<file path="src/rtl/dmem_arb_pkg.sv">
// Shared types and defaults for the data-memory host/pipeline arbiter.
// Latency: n/a. Backpressure: n/a.
// Holds the FSM state encoding and the default starvation limit.
package dmem_arb_pkg;

    typedef enum logic [1:0] {
        IDLE = 2'd0,
        ARB  = 2'd1,
        ACC  = 2'd2,
        RESP = 2'd3
    } arbState_t;

    localparam int STARVE_LIMIT_DEFAULT = 8;
    localparam int STARVE_CNT_W         = 8;

endpackage

</file>
<file path="src/rtl/dmem_arb_starve_cnt.sv">
// Saturating count of ARB cycles in which the pipeline kept the host out.
// Latency: atLimit is combinational from the registered count.
// Backpressure: none; clear has priority over increment.
module dmem_arb_starve_cnt
    import dmem_arb_pkg::*;
#(
    parameter int LIMIT = STARVE_LIMIT_DEFAULT
) (
    input  logic clk,
    input  logic reset,
    input  logic clr,
    input  logic inc,
    output logic atLimit
);

    logic [STARVE_CNT_W-1:0] cnt;

    always_ff @(posedge clk or posedge reset) begin
        if (reset) begin
            cnt <= '0;
        end else if (clr) begin
            cnt <= '0;
        end else if (inc && (cnt != '1)) begin
            cnt <= cnt + 1'b1;
        end
    end

    assign atLimit = (cnt == STARVE_CNT_W'(LIMIT - 1));

endmodule

</file>
<file path="src/rtl/dmem_arbiter.sv">
// Shares one data-memory port between the pipeline MEM stage and a host port.
// Latency: host_req->host_gnt 2 cycles, ->host_rvalid 3 cycles when the pipe is idle.
// Backpressure: pipe_stall only in the host access cycle; DMEM_ARB_STARVE_GUARD_EN bounds host wait.
module dmem_arbiter
    import dmem_arb_pkg::*;
#(
    parameter int DATA_W       = 32,
    parameter int STARVE_LIMIT = STARVE_LIMIT_DEFAULT
) (
    input  logic              clk,
    input  logic              reset,
    input  logic              pipe_re,
    input  logic              pipe_we,
    input  logic [DATA_W-1:0] pipe_addr,
    input  logic [DATA_W-1:0] pipe_wdata,
    output logic [DATA_W-1:0] pipe_rdata,
    output logic              pipe_stall,
    input  logic              host_req,
    input  logic              host_we,
    input  logic [DATA_W-1:0] host_addr,
    input  logic [DATA_W-1:0] host_wdata,
    output logic              host_busy,
    output logic              host_gnt,
    output logic              host_rvalid,
    output logic [DATA_W-1:0] host_rdata,
    output logic              mem_re,
    output logic              mem_we,
    output logic [DATA_W-1:0] mem_addr,
    output logic [DATA_W-1:0] mem_wdata,
    input  logic [DATA_W-1:0] mem_rdata
);

    if ((STARVE_LIMIT < 2) || (STARVE_LIMIT > ((1 << STARVE_CNT_W) - 1))) begin : gBadLimit
        $error("dmem_arbiter: STARVE_LIMIT out of range");
    end

    arbState_t         state;
    logic              capWe;
    logic [DATA_W-1:0] capAddr;
    logic [DATA_W-1:0] capWdata;
    logic              pipeBusy;
    logic              arbGo;

    assign pipeBusy = pipe_re | pipe_we;

`ifdef DMEM_ARB_STARVE_GUARD_EN
    logic starveHit;

    dmem_arb_starve_cnt #(
        .LIMIT(STARVE_LIMIT)
    ) uStarveCnt (
        .clk    (clk),
        .reset  (reset),
        .clr    ((state != ARB) || arbGo),
        .inc    ((state == ARB) && pipeBusy),
        .atLimit(starveHit)
    );

    // The last permitted ARB cycle takes the port even if the pipe is still busy.
    assign arbGo = !pipeBusy || starveHit;
`else
    assign arbGo = !pipeBusy;
`endif

    always_ff @(posedge clk or posedge reset) begin
        if (reset) begin
            state       <= IDLE;
            capWe       <= 1'b0;
            capAddr     <= '0;
            capWdata    <= '0;
            host_rdata  <= '0;
            host_busy   <= 1'b0;
            host_gnt    <= 1'b0;
            host_rvalid <= 1'b0;
        end else begin
            case (state)
                IDLE: begin
                    if (host_req) begin
                        state     <= ARB;
                        host_busy <= 1'b1;
                        capWe     <= host_we;
                        capAddr   <= host_addr;
                        capWdata  <= host_wdata;
                    end
                end
                ARB: begin
                    if (arbGo) begin
                        state    <= ACC;
                        host_gnt <= 1'b1;
                    end
                end
                ACC: begin
                    host_gnt <= 1'b0;
                    if (capWe) begin
                        state     <= IDLE;
                        host_busy <= 1'b0;
                    end else begin
                        state       <= RESP;
                        host_rdata  <= mem_rdata;
                        host_rvalid <= 1'b1;
                    end
                end
                RESP: begin
                    state       <= IDLE;
                    host_rvalid <= 1'b0;
                    host_busy   <= 1'b0;
                end
                default: begin
                    state <= IDLE;
                end
            endcase
        end
    end

    // The memory port belongs to the pipeline except during the single ACC cycle.
    always_comb begin
        mem_re     = pipe_re;
        mem_we     = pipe_we;
        mem_addr   = pipe_addr;
        mem_wdata  = pipe_wdata;
        pipe_stall = 1'b0;
        if (state == ACC) begin
            mem_re     = !capWe;
            mem_we     = capWe;
            mem_addr   = capAddr;
            mem_wdata  = capWdata;
            pipe_stall = pipeBusy;
        end
    end

    assign pipe_rdata = mem_rdata;

endmodule

</file>
<file path="config.mk">
export PLATFORM = sky130hd
export DESIGN_NAME = dmem_arbiter
export DESIGN_NICKNAME = d
export VERILOG_FILES = /design/src/rtl/dmem_arb_pkg.sv /design/src/rtl/dmem_arb_starve_cnt.sv /design/src/rtl/dmem_arbiter.sv
export SDC_FILE = /design/constraint.sdc
export NUM_CORES = 1
export LEC_CHECK = 0
export ABC_AREA = 1
export CAP_MARGIN = 20
export CORE_UTILIZATION = 38
export DETAILED_ROUTE_END_ITERATION = 7
export GPL_TIMING_DRIVEN = 0
export PLACE_DENSITY = 0.87
export SYNTH_ARGS = -nofsm -noshare
export SYNTH_HDL_FRONTEND = slang
export SYNTH_HIERARCHICAL = 1
export SYNTH_SLANG_ARGS = --single-unit
</file>
<file path="constraint.sdc">
create_clock -name clk -period 3.46 [get_ports clk]
set_input_delay 0.346 -clock clk [delete_from_list [all_inputs] [get_ports clk]]
set_output_delay 0.346 -clock clk [all_outputs]
set_load 0.01 [all_outputs]
</file>
==> flow_summary.yaml <==
status:
  status: "completed"
logic_synthesis:
  netlist_instances: 630
  synth_xor_area_frac: 0
  async_flop_share: 1.00
  synth_top_area_frac: 0.515
  synth-edff-count: 0
  ys_types: 19
  syn_area_mm2: 0.00496
  synth-seq-cells: 102
  synth_fa_ha_area_frac: 0
  netlist_top_cells_count: "nand2_1, dfrtp_1, inv_1, nor2_1, a21oi_1"
  ys_seq_area_frac: 0.515
  synth_compound_area_frac: 0.114
  yosys.area.top_type: "dfrtp_1"
  yosysWarnings: 6
  synth_fp_nets: 796
  yosys.area_share.simple: 0.238
  muxShareOfSynthArea: 0
  yosysMostFrequentCell: "nand2_1"
  synth_top_family_by_area: "simple AND/OR/NAND/NOR gates"
  synth_area_per_cell_um2: 7.87
  ys.flop_type: "dfrtp_1"
  netlist_top_cells_area: "dfrtp_1, nand2_1, buf_4, inv_1, nor2_1"
worst_hold_path:
  holdPathStages: 3
  worstHoldStart: "host_req"
  hold_class: "input port to flop"
  whs_endpoint: "capWdata[11]"
sta:
  finalMaxSlewViolations: 0
  hold_slack_ps: 421
  setup_viol: 0
  relSlewSlack: 0.534
  hold_viol_final: 0
  worst_slew_pin_slew_ps: 699
  fin_crit_ps: 2750
  period_share: 0.795
  setup_tns_ps: 0
  fin_skew_ps: 5.96
  rsz0062_at_grt: "false"
  fmax_mhz: 364
clock_network:
  cts_resized: 0
  cts_setup_buffers: 0
  cts.sinks: 102
  htreeDepth: 3
  hold_buffers: 0
  cts.path.max_buffers: 2
  cts_made_buffers: 9
  cts_root_buf: "clkbuf_16"
  tritoncts: "done"
  clkLatencyLatePin_ps: 330
  clk_pin_slew_ps: 70
critical_path:
  slowest_stage: "clkdlybuf4s50_1"
  rr_startpoint: "state[0]"
  reg2reg_slack_ps: 1970
  path_class: "flop to output pin"
  reg2reg_depth: 6
  cp-end-kind: "output pin"
  cp_max_fo: 10
  critPathRequiredTime_ps: 3110
  slowest_delay_ps: 600
  start_kind: "flop"
  worstPathCellList: "inv_1 > nor2_4 > inv_2 > clkbuf_1 > nand2_1 > o21ai_0 > clkdlybuf4s50_1"
  rr_endpoint: "host_rdata[13]"
  arrival_ps: 2400
global_routing:
  grt_overflow: 0
  grt_first_pass_wirelength_um: 23900
  grt_pass1_vias: 5035
  grt.total_usage: 0.231
  antenna_found_initial: 1
  grt_max_degree: 54
floorplan:
  pin_count: 300
  die_h_um: 116
  die_area_mm2: 0.0135
  fp.dieW_um: 116
  rows: 41
  start_util: 0.391
  core_mm2: 0.0127
routing:
  wl_per_cell_um: 14.3
  first_iter_violations: 195
  first_pass_iters: 4
  dr_total_vias: 5076
  ant_nets: 0
  routed_wl_um: 16000
  drc: 0
  routed_via_density: 4.54
final_layout:
  final_nets: 1106
  post-route-util: 0.671
  syn2layout_area_growth_pct: 71.4
  layout-drive-gt1-share: 0.0931
  fin_area_mm2: 0.00850
  n_fill_cell: 1053
flow_run:
  drv_cap: 0
placement:
  placed_area_mm2: 0.00819
  gp_congestion: 0.803
  port_buffers: 298
  hpwl_um: 12400
power:
  power_per_cell_area_mw_per_mm2: 748
  max-vdd-ir-drop_mv: 0.395
  p_total_mw: 6.35
  p_leak_nw: 4.13
==> routing by layer <==
layer  GRT usage  vias up  share of wire
met1       0.253     2316           0.39
met5           0        -              0
met4      0.0846        0          0.022
met3      0.0706       26          0.090
li1            -     2532              -
met2       0.418      202           0.50
==> worst max-delay path by stage <==
stage	cells past startpoint	startpoint	endpoint
6_report	7	state[1]	mem_wdata[23]
5_1_grt	7	state[1]	mem_wdata[20]
4_1_cts	7	state[1]	mem_wdata[23]
3_5_place_dp	7	state[1]	mem_wdata[23]
3_3_place_gp	2	reset	capWdata[31]
2_1_floorplan	1	reset	capAddr[0]
==> kinds of logic (layout without fill, tap and decap cells) <==
kind of cell,Yosys count,in the layout
simple gates,302,302
buf+inv,123,438
compound gates,103,103
flops,102,102
other cells,0,1
==> report_power, final <==
| part | leakage [nW] | internal, mW | switching [mW] |
|---|---|---|---|
| Sequential | 1.18 | 1.76 | 0.249 |
| Clock | 0.152 | 0.601 | 0.440 |
| Combinational | 2.80 | 1.64 | 1.67 |
==> cell usage in the layout (no fill, tap or decap), types with 7 or more instances in the layout <==
master           synthesis  routed
o21ai_0                 38      38
buf_6                    7       7
a21oi_1                 41      41
buf_2                   10      10
inv_1                   55      54
o21ai_1                 10      10
clkbuf_1                14      14
nand3_1                 16      16
buf_4                   36      36
clkbuf_16                0       9
a21oi_2                 10      10
dfrtp_1                102     102
nor2_1                  55      55
nand2_1                226     226
clkdlybuf4s50_1          0     298
==> metrics by stage <==
step,setup WS (ps),instances
after detailed placement,997,1101
after global placement,-1150,1100
after CTS,622,1117
final,709,1118
after global routing,497,1118
after floorplan,439,630
==> critical path, delay by kind of cell (launching register included) <==
family | cells | cell delay, ps
AO/OA/AOI/OAI | 1 | 130
buffers and inverters | 4 | 1340
flip-flops | 1 | 430
AND/OR/NAND/NOR | 2 | 170
==> sequential cells by signal (all words and copies together) (netlist names) <==
name and count:
capWe 1, host_rvalid 1, capAddr 32, capWdata 32
host_rdata 32, host_busy 1, host_gnt 1, state 2
==> cell type report <==
class | instances | area, um^2 | share of cell area
Timing Repair Buffer | 299 | 3010 | 0.354
Sequential cell | 102 | 2550 | 0.300
Multi-Input combinational cell | 405 | 1750 | 0.205
Buffer | 67 | 452 | 0.0531
Clock buffer | 11 | 253 | 0.0297
Tap cell | 172 | 215 | 0.0253
Inverter | 56 | 213 | 0.0250
Clock inverter | 5 | 56.3 | 0.00662
Antenna cell | 1 | 2.50 | 0.000294
No activity file was read; power rests on OpenSTA's default activity.
